**config.mk**
```make
export PLATFORM = sky130hd
export DESIGN_NAME = bus_clock_recovery
export DESIGN_NICKNAME = d
export VERILOG_FILES = /design/src/rtl/bus_clock_pkg.sv /design/src/rtl/clk_edge_filter.sv /design/src/rtl/bus_clock_recovery.sv
export SDC_FILE = /design/constraint.sdc
export NUM_CORES = 1
export LEC_CHECK = 0
export BUFFER_PORTS_ARGS = -buffer_cell sky130_fd_sc_hd__buf_2
export CAP_MARGIN = 20
export CORE_AREA = 5 5 69 56
export CTS_CLUSTER_SIZE = 30
export DETAILED_ROUTE_END_ITERATION = 8
export DIE_AREA = 0 0 74 61
export PLACE_DENSITY = 0.7
export SLEW_MARGIN = 20
export SYNTH_ARGS = -nofsm -noshare
export SYNTH_HDL_FRONTEND = slang
export SYNTH_SLANG_ARGS = --single-unit
```
**constraint.sdc**
```tcl
create_clock -name clk -period 8 [get_ports clk]
set_clock_uncertainty 0.1 [all_clocks]
set_input_delay 1.2 -clock clk [delete_from_list [all_inputs] [get_ports clk]]
set_output_delay 1.2 -clock clk [all_outputs]
set_load 0.05 [all_outputs]
```
**src/rtl/bus_clock_pkg.sv**
```systemverilog
// Shared defaults and helpers for the bus clock recovery block.
// Holds parameter defaults and the reference-period tolerance test.
package bus_clock_pkg;

    localparam int NCH_DEF    = 2;
    localparam int SYNC_DEF   = 2;
    localparam int DGL_DEF    = 2;
    localparam int REF_DEF    = 1;
    localparam int CNT_W_DEF  = 5;
    localparam int MID_DEF    = 3;
    localparam int NOM_DEF    = 16;
    localparam int TOL_DEF    = 1;
    localparam int LOCK_N_DEF = 4;

    function automatic logic period_in_tol(input int p, input int nom, input int tol);
        return (p >= nom - tol) && (p <= nom + tol);
    endfunction

endpackage

```
**src/rtl/clk_edge_filter.sv**
```systemverilog
// One bus clock channel: SYNC-stage synchroniser, DGL-sample deglitch filter,
// and one-cycle rise/fall strobes aligned with the filtered level change.
module clk_edge_filter
    import bus_clock_pkg::*;
#(
    parameter int SYNC = SYNC_DEF,
    parameter int DGL  = DGL_DEF
) (
    input  logic clk,
    input  logic arst_n,
    input  logic clk_in,
    output logic lvl,
    output logic rise,
    output logic fall
);

    localparam int            CW       = 2;
    localparam logic [CW-1:0] CNT_LAST = CW'(DGL - 1);

    logic [SYNC-1:0] sync_q, sync_d;
    logic [CW-1:0]   cnt_q, cnt_d;
    logic            lvl_q, lvl_d;
    logic            rise_q, rise_d;
    logic            fall_q, fall_d;
    logic            samp;

    assign samp = sync_q[SYNC-1];

    // NOTE: every variable gets a default at the top of always_comb so no
    // path leaves it unassigned, which would otherwise infer a latch.
    always_comb begin
        sync_d = {sync_q[SYNC-2:0], clk_in};
        cnt_d  = cnt_q;
        lvl_d  = lvl_q;
        rise_d = 1'b0;
        fall_d = 1'b0;
        if (samp == lvl_q) begin
            cnt_d = '0;
        end else if (cnt_q == CNT_LAST) begin
            cnt_d  = '0;
            lvl_d  = samp;
            rise_d = samp;
            fall_d = ~samp;
        end else begin
            cnt_d = cnt_q + 1'b1;
        end
    end

    // NOTE: state registers use non-blocking assignments so every flop samples
    // the pre-edge value of its neighbours, independent of statement order.
    always_ff @(posedge clk or negedge arst_n) begin
        if (!arst_n) begin
            sync_q <= '0;
            cnt_q  <= '0;
            lvl_q  <= 1'b0;
            rise_q <= 1'b0;
            fall_q <= 1'b0;
        end else begin
            sync_q <= sync_d;
            cnt_q  <= cnt_d;
            lvl_q  <= lvl_d;
            rise_q <= rise_d;
            fall_q <= fall_d;
        end
    end

    assign lvl  = lvl_q;
    assign rise = rise_q;
    assign fall = fall_q;

endmodule

```
**src/rtl/bus_clock_recovery.sv**
```systemverilog
// Recovers phase and lock from external bus clocks: per-channel filtering,
// plus a phase counter, period measurement and lock tracking on channel REF.
module bus_clock_recovery
    import bus_clock_pkg::*;
#(
    parameter int NCH    = NCH_DEF,
    parameter int SYNC   = SYNC_DEF,
    parameter int DGL    = DGL_DEF,
    parameter int REF    = REF_DEF,
    parameter int CNT_W  = CNT_W_DEF,
    parameter int MID    = MID_DEF,
    parameter int NOM    = NOM_DEF,
    parameter int TOL    = TOL_DEF,
    parameter int LOCK_N = LOCK_N_DEF
) (
    input  logic             clk,
    input  logic             arst_n,
    input  logic [NCH-1:0]   clk_in,
    output logic [NCH-1:0]   lvl,
    output logic [NCH-1:0]   rise,
    output logic [NCH-1:0]   fall,
    output logic [CNT_W-1:0] phase,
    output logic             mid,
    output logic [CNT_W-1:0] period,
    output logic             locked,
    output logic             miss
);

    localparam logic [CNT_W-1:0] PH_MAX   = '1;
    localparam logic [CNT_W-1:0] MID_V    = CNT_W'(MID);
    localparam int               GW       = $clog2(LOCK_N + 1);
    localparam logic [GW-1:0]    GOOD_MAX = GW'(LOCK_N);

    for (genvar i = 0; i < NCH; i++) begin : g_ch
        clk_edge_filter #(
            .SYNC (SYNC),
            .DGL  (DGL)
        ) u_filt (
            .clk    (clk),
            .arst_n (arst_n),
            .clk_in (clk_in[i]),
            .lvl    (lvl[i]),
            .rise   (rise[i]),
            .fall   (fall[i])
        );
    end

    logic [CNT_W-1:0] phase_q, phase_d;
    logic [CNT_W-1:0] period_q, period_d;
    logic [GW-1:0]    good_q, good_d;
    logic             mid_q, mid_d;
    logic             locked_q, locked_d;
    logic             miss_q, miss_d;
    logic             seen_q, seen_d;
    logic             to_done_q, to_done_d;
    logic             rise_ref;
    logic [CNT_W:0]   period_sum;
    logic [CNT_W-1:0] period_new;

    assign rise_ref   = rise[REF];
    assign period_sum = {1'b0, phase_q} + 1'b1;
    assign period_new = period_sum[CNT_W] ? PH_MAX : period_sum[CNT_W-1:0];

    always_comb begin
        phase_d   = phase_q;
        period_d  = period_q;
        good_d    = good_q;
        locked_d  = locked_q;
        miss_d    = 1'b0;
        seen_d    = seen_q;
        to_done_d = to_done_q;
        if (rise_ref) begin
            phase_d   = '0;
            to_done_d = 1'b0;
            if (seen_q) begin
                period_d = period_new;
                if (period_in_tol(int'(period_new), NOM, TOL)) begin
                    if (good_q != GOOD_MAX) good_d = good_q + 1'b1;
                    locked_d = (good_d == GOOD_MAX);
                end else begin
                    good_d   = '0;
                    locked_d = 1'b0;
                    miss_d   = 1'b1;
                end
            end else begin
                // The first reference edge only establishes a starting point.
                seen_d = 1'b1;
            end
        end else begin
            if (phase_q != PH_MAX) phase_d = phase_q + 1'b1;
            if (phase_d == PH_MAX && !to_done_q) begin
                good_d    = '0;
                locked_d  = 1'b0;
                miss_d    = 1'b1;
                to_done_d = 1'b1;
            end
        end
        mid_d = (phase_d == MID_V) && (phase_d != PH_MAX);
    end

    always_ff @(posedge clk or negedge arst_n) begin
        if (!arst_n) begin
            phase_q   <= '0;
            period_q  <= '0;
            good_q    <= '0;
            mid_q     <= 1'b0;
            locked_q  <= 1'b0;
            miss_q    <= 1'b0;
            seen_q    <= 1'b0;
            to_done_q <= 1'b0;
        end else begin
            phase_q   <= phase_d;
            period_q  <= period_d;
            good_q    <= good_d;
            mid_q     <= mid_d;
            locked_q  <= locked_d;
            miss_q    <= miss_d;
            seen_q    <= seen_d;
            to_done_q <= to_done_d;
        end
    end

    assign phase  = phase_q;
    assign period = period_q;
    assign mid    = mid_q;
    assign locked = locked_q;
    assign miss   = miss_q;

endmodule
```
==> results.json, run 1 <==
{
  "status": "completed",
  "grt_pass1_wl_um": 4690,
  "critical_path.most_common_cell": "ha_1",
  "boundaryPins": 23,
  "max_cap_viol_count": 0,
  "setup_violations": 0,
  "rows": 18,
  "start_util_pct": 47.4,
  "nets": 165,
  "arrival_ns": 3.03,
  "cts_root_buffer": "clkbuf_8",
  "antenna_found_initial": 0,
  "synth_fp_nets": 147,
  "worst_setup_path_start_kind": "register",
  "vias_per_cell": 5.24,
  "hold_ws_ns": 0.246,
  "overflow": 0,
  "irDropWorstVdd_mv": 0.266,
  "design_area_um2": 1670,
  "via_count": 1033,
  "drive_above_1_share_pct": 24.2,
  "power.leakage_nw": 0.815,
  "worst-r2r-setup-slack_ns": 5.04,
  "layout_common_cells": "dfrtp_1 (32), buf_2 (22), nor2_1 (14)",
  "relSlewSlack_pct": 53.1,
  "core_area_um2": 3130,
  "synth_edf_count": 0,
  "criticalPathCategory": "reg -> reg",
  "yosysWarningCount": 0,
  "grt_pass1_vias": 1008,
  "die_w_um": 74,
  "setup_ws_ns": 5.04,
  "cts_max_level": 2,
  "crit_path_max_incr_delay_ns": 0.56,
  "required_ns": 8.07,
  "cp_cell_sequence": "ha_1 > nand3_1 > inv_1 > ha_1 > and2b_2 > xnor2_1 > or4b_4 > o21ai_4 > mux2_4",
  "syn_to_final_growth_pct": 12.3,
  "hold_viol": 0,
  "n_antenna_cell": 0,
  "hpwl_um": 2000,
  "fillers": 276,
  "syn_avg_cell_area_um2": 10.8,
  "cts_setup_buffers": 0,
  "crit_start": "phase[0]$_DFF_PN0_",
  "synth_cell_type_count": 33,
  "grtUsageTotal_pct": 14.4,
  "r2r_cells": 9,
  "seq_area_um2": 801,
  "grt_max_degree": 33,
  "ant_nets": 0,
  "avgRoutedWirePerCell_um": 13.7,
  "endpoint": "locked$_DFFE_PN0P_",
  "synth-seq-cells": 32,
  "worstPathMaxFanout": 10,
  "yosysSeqAreaShare_pct": 53.9,
  "final_max_slew_viol_count": 0,
  "critPathTopFamily": "simple AND/OR/NAND/NOR gates",
  "drt_iter0_drc": 37,
  "die_h_um": 61,
  "cts_inserted_buffers": 5,
  "numPlacedInstances": 189,
  "placed_area_um2": 1580,
  "drt-total-wl_um": 2700,
  "async_flop_share_pct": 100,
  "post-place-ws_ns": 5.06,
  "drc": 0,
  "post-route-min-period_ns": 2.96,
  "multiInputGateArea_um2": 594,
  "cts.hold.buffers_added": 0,
  "clock_latency_ns": 0.28,
  "syn_area_um2": 1490,
  "power_per_cell_area_nw_per_um2": 443,
  "r2r-end": "locked$_DFFE_PN0P_",
  "yosys_most_used_dff": "dfrtp_1",
  "gp_congestion": 0.932,
  "path_depth": 9,
  "finalCritPeriodShare_pct": 37.0,
  "critPathSlowestCell": "or4b_4",
  "path_buf_inv": 1,
  "tightest_slew_ns": 0.701,
  "dieArea_um2": 4510,
  "tritoncts": "built",
  "dr.pass1.iters": 4,
  "end_kind": "register",
  "cts_resized": 0,
  "instances_no_fill": 197,
  "r2r_start": "phase[0]$_DFF_PN0_",
  "layout_commonest_cell": "dfrtp_1",
  "setup-tns-final_ns": 0,
  "clkSinkCount": 32,
  "clk_pin_slew_ns": 0.06,
  "rsz0062_at_grt": "false",
  "cts_max_path_buffers": 2,
  "max_freq_mhz": 338,
  "hp-class": "reg -> reg",
  "syn_inst": 138,
  "portBuffers": 22
}
==> registers in the layout, indices dropped and copies added, names as in the netlist <==
signal              flops
mid                     1
seen_q                  1
locked                  1
g_ch.u_filt.fall        2
g_ch.u_filt.cnt_q       4
g_ch.u_filt.lvl         2
phase                   5
to_done_q               1
miss                    1
g_ch.u_filt.sync_q      4
g_ch.u_filt.rise        2
period                  5
good_q                  3
==> layer usage <==
metal	up-vias	global-route usage, %	share of wire, %
met1	504	17.9	46
met2	25	21.8	46
li1	499	-	-
met5	-	0	0
met3	5	6.29	5.9
met4	0	6.20	2.0
==> cell type report <==
| cell class | instances | share of cell area, % |
|---|---|---|
| clock buffers | 8 | 5.40 |
| inverters | 6 | 1.35 |
| multi-input cells | 89 | 35.6 |
| flip-flops and latches | 32 | 48.0 |
| well taps | 40 | 3.00 |
| repair buffers | 22 | 6.60 |
==> cells in the mapped netlist, types with 3 or more instances <==
cell | n | area, µm²
nand3_1 | 3 | 15.0
a21oi_1 | 6 | 30.0
inv_1 | 6 | 22.5
nand2b_1 | 8 | 50.1
a31oi_1 | 3 | 18.8
buf_2 | 3 | 15.0
buf_4 | 6 | 45.0
nor2_1 | 14 | 52.6
ha_1 | 5 | 62.6
dfrtp_1 | 32 | 801
and2_1 | 3 | 18.8
mux2_2 | 3 | 33.8
o21ai_0 | 6 | 30.0
nand2_1 | 12 | 45.0
==> power breakdown <==
group | switching (W) | internal, W
registers | 0.0000525 | 0.000210
clock network | 0.0000556 | 0.0000700
logic | 0.000242 | 0.000108
==> stage by stage <==
stage / total power (W) / utilization (%)
2_1_floorplan: 0.000553 / -
3_3_place_gp: 0.000605 / 50.4
3_5_place_dp: 0.000617 / 50.4
4_1_cts: 0.000745 / 53.3
5_1_grt: 0.000790 / 53.3
6_report: 0.000738 / 53.3
==> worst reg2reg max path, cell delays in order, from the launching register on <==
cell and delay, ns:
dfrtp_1 0.52, ha_1 0.30, nand3_1 0.14, inv_1 0.09, ha_1 0.26, and2b_2 0.25
xnor2_1 0.15, or4b_4 0.56, o21ai_4 0.18, mux2_4 0.31
==> logic make-up (layout without fill, tap and decap cells) <==
logic type | Yosys count | in the layout | synth area share (%)
multiplexers | 7 | 7 | 5.64
AO/OA/AOI/OAI | 20 | 20 | 8.43
flip-flops | 32 | 32 | 53.9
adder cells (fa/ha/maj) | 5 | 5 | 4.21
buffers and inverters | 17 | 36 | 6.07
XOR/XNOR | 4 | 4 | 2.36
AND/OR/NAND/NOR | 53 | 53 | 19.4
==> how the worst min path moves through the flow <==
stage	slack (ns)	from	end	cells past startpoint
final	0.25	g_ch[0].u_filt.sync_q[0]$_DFF_PN0_	g_ch[0].u_filt.sync_q[1]$_DFF_PN0_	0
after global routing	0.26	g_ch[1].u_filt.sync_q[0]$_DFF_PN0_	g_ch[1].u_filt.sync_q[1]$_DFF_PN0_	0
after CTS	0.25	g_ch[0].u_filt.sync_q[0]$_DFF_PN0_	g_ch[0].u_filt.sync_q[1]$_DFF_PN0_	0
after detailed placement	0.24	g_ch[0].u_filt.sync_q[0]$_DFF_PN0_	g_ch[0].u_filt.sync_q[1]$_DFF_PN0_	0
after global placement	0.23	g_ch[0].u_filt.sync_q[0]$_DFF_PN0_	g_ch[0].u_filt.sync_q[1]$_DFF_PN0_	0
after floorplan	0.23	g_ch[0].u_filt.sync_q[0]$_DFF_PN0_	g_ch[0].u_filt.sync_q[1]$_DFF_PN0_	0
(Power assumes the default switching activity.)
==> run 2: changes to the inputs <==
clock period = 2.8 ns   (was 8 ns; I/O delays follow)
==> results.json, run 2 (synthesized netlist as in run 1, its figures left out) <==
{
  "arrival_ns": 2.77,
  "total_power_w": 0.00226,
  "core_area_um2": 3130,
  "portBuffers": 22,
  "worstPathMaxFanout": 6,
  "rsz0062_at_grt": "false",
  "seq_area_um2": 806,
  "finalCritPeriodShare_pct": 96.3,
  "criticalPathCategory": "reg -> reg",
  "grt_max_degree": 33,
  "crit_start": "phase[1]$_DFF_PN0_",
  "avgRoutedWirePerCell_um": 13.7,
  "cts_max_level": 2,
  "die_h_um": 61,
  "end_kind": "register",
  "cts_root_buffer": "clkbuf_8",
  "setup-tns-final_ns": 0,
  "cts_max_path_buffers": 2,
  "final_max_slew_viol_count": 0,
  "final_util_pct": 55.4,
  "hold_viol": 0,
  "drc": 0,
  "drive_above_1_share_pct": 29.8,
  "grt_pass1_wl_um": 4430,
  "ant_nets": 0,
  "irDropWorstVdd_mv": 0.979,
  "critPathSlowestCell": "or4b_4",
  "drt_iter0_drc": 72,
  "post-route-min-period_ns": 2.70,
  "grt_pass1_vias": 982,
  "max_freq_mhz": 371,
  "clk_pin_slew_ns": 0.07,
  "clock_latency_ns": 0.29,
  "layout_common_cells": "dfrtp_1 (28), buf_2 (22), nor2_1 (14)",
  "gp_congestion": 0.811,
  "grtUsageTotal_pct": 13.9,
  "worst_setup_path_start_kind": "register",
  "overflow": 0,
  "cts_inserted_buffers": 5,
  "relSlewSlack_pct": 55.0,
  "status": "completed",
  "dr.pass1.iters": 4,
  "clkSinkCount": 32,
  "fillers": 266,
  "cp_cell_sequence": "ha_4 > nand3_1 > inv_1 > ha_1 > and2b_2 > xnor2_1 > or4b_4 > o21ai_4 > mux2_4",
  "rows": 18,
  "syn_to_final_growth_pct": 16.7,
  "vias_per_cell": 5.07,
  "multiInputGateArea_um2": 607,
  "drt-total-wl_um": 2750,
  "n_antenna_cell": 0,
  "die_w_um": 74,
  "power_per_cell_area_nw_per_um2": 1300,
  "r2r_start": "phase[1]$_DFF_PN0_",
  "power.leakage_nw": 0.840,
  "antenna_found_initial": 0,
  "max_cap_viol_count": 0,
  "tritoncts": "built",
  "layout_commonest_cell": "dfrtp_1",
  "hp-class": "in -> async",
  "boundaryPins": 23,
  "dieArea_um2": 4510,
  "via_count": 1020,
  "start_util_pct": 47.4,
  "tightest_slew_ns": 0.674,
  "required_ns": 2.88,
  "hpwl_um": 1910,
  "crit_path_max_incr_delay_ns": 0.56,
  "setup_violations": 0,
  "nets": 169,
  "cts_resized": 0
}
[run 2: cell types whose count changed in the layout (fill, tap and decap cells not counted)]
| cell | change |
|---|---|
| buf_4 | +4 |
| dfrtp_1 | -4 |
| dfrtp_2 | +4 |
| bufinv_16 | +1 |
| clkbuf_1 | -1 |
| clkbuf_8 | -1 |
| clkinv_2 | +1 |
| ha_1 | -1 |
| ha_4 | +1 |
[run 2: report_power, final]
group | internal, W | leakage [nW] | switching (W)
Clock | 0.000264 | 0.0552 | 0.000167
Sequential | 0.000605 | 0.402 | 0.000136
Combinational | 0.000370 | 0.383 | 0.000719
Total | 0.00124 | 0.840 | 0.00102
[run 2: layout make-up]
class	instances	area share [%]
repair buffers	26	8.09
multi-input cells	89	35.0
inverters	6	1.30
clock buffers	6	4.19
flip-flops and latches	32	46.5
well taps	40	2.89
clock inverters	2	2.02
[run 2: final timing paths]
kind                                                 endpoint  slack [ns]  depth (start not counted)
max                                        locked$_DFFE_PN0P_        0.10                          9
min reg2reg                g_ch[0].u_filt.sync_q[1]$_DFF_PN0_        0.26                          0
min                                     to_done_q$_DFFE_PN0P_        0.07                          1
max in group asynchronous                  phase[3]$_DFF_PN0_        2.06                          1
min in group clk           g_ch[1].u_filt.sync_q[0]$_DFF_PN0_        0.13                          1
max reg2reg                                locked$_DFFE_PN0P_        0.10                          9
[run 2: critical path: cells and delay by family, from the launching register on]
family / cells / cell delay [ns]
mux: 1 / 0.31
fa+ha+maj: 2 / 0.44
xor+xnor: 1 / 0.15
simple gates: 3 / 0.91
buf+inv: 1 / 0.08
compound gates: 1 / 0.18
flops: 1 / 0.41
[run 2: stage by stage]
stage	hold WS, ns	cell area (µm²)	std cells	setup slack [ns]
3_5_place_dp	0.243	1610	191	0.0873
5_1_grt	0.122	1730	201	0.0181
3_3_place_gp	0.232	1610	191	0.166
6_report	0.0665	1730	201	0.104
2_1_floorplan	0.0244	1500	138	0.0350
4_1_cts	0.0933	1720	199	0.0788
[run 2: per-layer routing]
metal  vias up  share of wire [%]  global-route usage, %
met3         8                5.3                   4.80
met5         -                  0                      0
met2        24                 49                   21.7
met4         0                2.8                   10.6
li1        502                  -                      -
met1       486                 43                   15.8
[run 2: repair_timing]
item | in CTS | in global routing
endpoints found under the hold margin | 0 | 0
setup buffers | 0 | 2
hold buffers | 0 | 0
setup endpoints to repair | 0 | 1
==> run 3: changes to the inputs <==
ABC_AREA = 1   (was unset)
CAP_MARGIN = unset   (was 20)
CORE_AREA = 5 5 69 55   (was 5 5 69 56)
DIE_AREA = 0 0 74 60   (was 0 0 74 61)
PLACE_DENSITY = 0.72   (was 0.7)
==> results.json, run 3 <==
{
  "yosysTopAreaCell": "dfrtp_1",
  "dieArea_um2": 4440,
  "yosys_most_used_dff": "dfrtp_1",
  "yosysMostFrequentCell": "dfrtp_1",
  "avgRoutedWirePerCell_um": 11.7,
  "synth_edf_count": 0,
  "setup_violations": 0,
  "cts_max_level": 2,
  "gp_congestion": 0.836,
  "irDropWorstVdd_mv": 0.577,
  "overflow": 0,
  "via_count": 1062,
  "status": "completed",
  "core_area_um2": 3130,
  "cts_root_buffer": "clkbuf_8",
  "synth_cell_type_count": 24,
  "cts.hold.buffers_added": 0,
  "netSwitchingFraction_pct": 49.0,
  "ant_nets": 0,
  "portBuffers": 22,
  "post-route-min-period_ns": 2.20,
  "clk_pin_slew_ns": 0.06,
  "synth_fp_nets": 168,
  "power_per_cell_area_nw_per_um2": 1280,
  "grtUsageTotal_pct": 13.8,
  "yosys-top-cells-count": "dfrtp_1 (32), nand2_1 (30), inv_1 (18)",
  "synth-seq-cells": 32,
  "p_seq_share_pct": 34.5,
  "tritoncts": "built",
  "hp-class": "in -> async",
  "p_sw_w": 0.00103,
  "drt_iter0_drc": 43,
  "final_util_pct": 52.6,
  "drt-total-wl_um": 2570,
  "max_freq_mhz": 455,
  "worstPathMaxFanout": 8,
  "boundaryPins": 23,
  "relSlewSlack_pct": 55.0,
  "power.leakage_nw": 0.871,
  "multiInputGateArea_um2": 512,
  "worst_setup_path_start_kind": "register",
  "intPower_w": 0.00107,
  "vias_per_cell": 4.83,
  "nets": 189,
  "criticalPathCategory": "reg -> reg",
  "total_power_w": 0.00211,
  "antenna_found_initial": 0,
  "rows": 18,
  "cts_inserted_buffers": 5,
  "seq_area_um2": 801,
  "required_ns": 2.92,
  "die_h_um": 60,
  "clkSinkCount": 32,
  "setup-tns-final_ns": 0,
  "yosysWarningCount": 0,
  "drc": 0,
  "die_w_um": 74,
  "hold_viol": 0,
  "syn_avg_cell_area_um2": 9.11,
  "clock_latency_ns": 0.28,
  "cts_max_path_buffers": 2,
  "start_util_pct": 46.3,
  "layout_common_cells": "dfrtp_1 (32), nand2_1 (30), buf_2 (22)",
  "synth_top_cell_area_share_pct": 55.3,
  "hpwl_um": 1900,
  "power_frac_comb_pct": 47.7,
  "final_max_slew_viol_count": 0,
  "syn_area_um2": 1450,
  "grt_pass1_wl_um": 4470,
  "end_kind": "register",
  "syn_inst": 159,
  "max_cap_viol_count": 0,
  "arrival_ns": 2.32,
  "power_frac_clock_pct": 17.8,
  "tightest_slew_ns": 0.675,
  "fillers": 289,
  "cts_setup_buffers": 0,
  "n_antenna_cell": 0,
  "layout_commonest_cell": "dfrtp_1",
  "grt_max_degree": 33,
  "rsz0062_at_grt": "false",
  "dr.pass1.iters": 4,
  "yosysSeqAreaShare_pct": 55.3,
  "async_flop_share_pct": 100,
  "syn_to_final_growth_pct": 13.7,
  "grt_pass1_vias": 1023,
  "drive_above_1_share_pct": 21.7,
  "finalCritPeriodShare_pct": 78.5,
  "cts_resized": 0,
  "yosys-top-cells-area": "dfrtp_1 (55%), nand2_1 (7.8%), inv_1 (4.7%)"
}
[run 3: through the flow]
stage | hold WS [ns] | instance area, µm² | setup WS, ns | instances
floorplan | 0.0244 | 1450 | 0.471 | 159
global placement | 0.232 | 1550 | 0.688 | 213
detailed placement | 0.243 | 1550 | 0.614 | 213
CTS | 0.101 | 1650 | 0.587 | 220
global route | 0.131 | 1650 | 0.319 | 220
finish | 0.0693 | 1650 | 0.601 | 220
[run 3: power by group through the flow]
stage | Combinational, W | Clock [W] | Sequential [W]
floorplan | 0.000551 | 0 | 0.000991
finish | 0.00101 | 0.000376 | 0.000727
CTS | 0.00101 | 0.000387 | 0.000726
global placement | 0.000992 | 0 | 0.000722
detailed placement | 0.00101 | 0 | 0.000732
global route | 0.00110 | 0.000404 | 0.000748
[run 3: worst max-delay path: stages, from the launching register on]
cell,delay [ns]
dfrtp_1,0.48
ha_1,0.22
nand2_1,0.08
nor2_1,0.14
inv_1,0.06
ha_1,0.31
nor3_1,0.18
and2_2,0.17
nand2_2,0.04
nand2_2,0.10
nand2_2,0.06
nor2_2,0.07
nand2_1,0.05
nand2_1,0.06
[run 3: cell type report]
| cell class | count | area share, % |
|---|---|---|
| clock buffers | 7 | 5.85 |
| inverters | 21 | 4.78 |
| multi-input cells | 98 | 31.1 |
| flip-flops and latches | 32 | 48.6 |
| well taps | 40 | 3.04 |
| repair buffers | 22 | 6.68 |
[run 3: final timing paths]
kind                                                     from                                 end  slack (ns)  cells after the start
max                                        phase[0]$_DFF_PN0_                  locked$_DFFE_PN0P_        0.60                     13
min in group clk                                    clk_in[1]  g_ch[1].u_filt.sync_q[0]$_DFF_PN0_        0.14                      1
max in group asynchronous                              arst_n               period[0]$_DFFE_PN0P_        2.09                      1
min reg2reg                g_ch[0].u_filt.sync_q[0]$_DFF_PN0_  g_ch[0].u_filt.sync_q[1]$_DFF_PN0_        0.25                      0
max reg2reg                                phase[0]$_DFF_PN0_                  locked$_DFFE_PN0P_        0.60                     13
min                                                    arst_n   g_ch[1].u_filt.cnt_q[0]$_DFF_PN0_        0.07                      1
[run 3: metal layers]
layer | part of all wire, % | up-vias | GRT usage, %
met3 | 5.8 | 6 | 6.72
li1 | - | 532 | -
met5 | 0 | - | 0
met2 | 46 | 18 | 20.7
met1 | 46 | 506 | 16.8
met4 | 2.1 | 0 | 6.20
[run 3: cells by family (layout without fill, tap and decap cells)]
family | Yosys count | count (layout) | synth area share [%]
fa+ha+maj | 5 | 5 | 4.32
simple gates | 75 | 75 | 23.1
buf+inv | 29 | 50 | 9.41
compound gates | 13 | 13 | 4.84
xor+xnor | 5 | 5 | 3.02
flops | 32 | 32 | 55.3
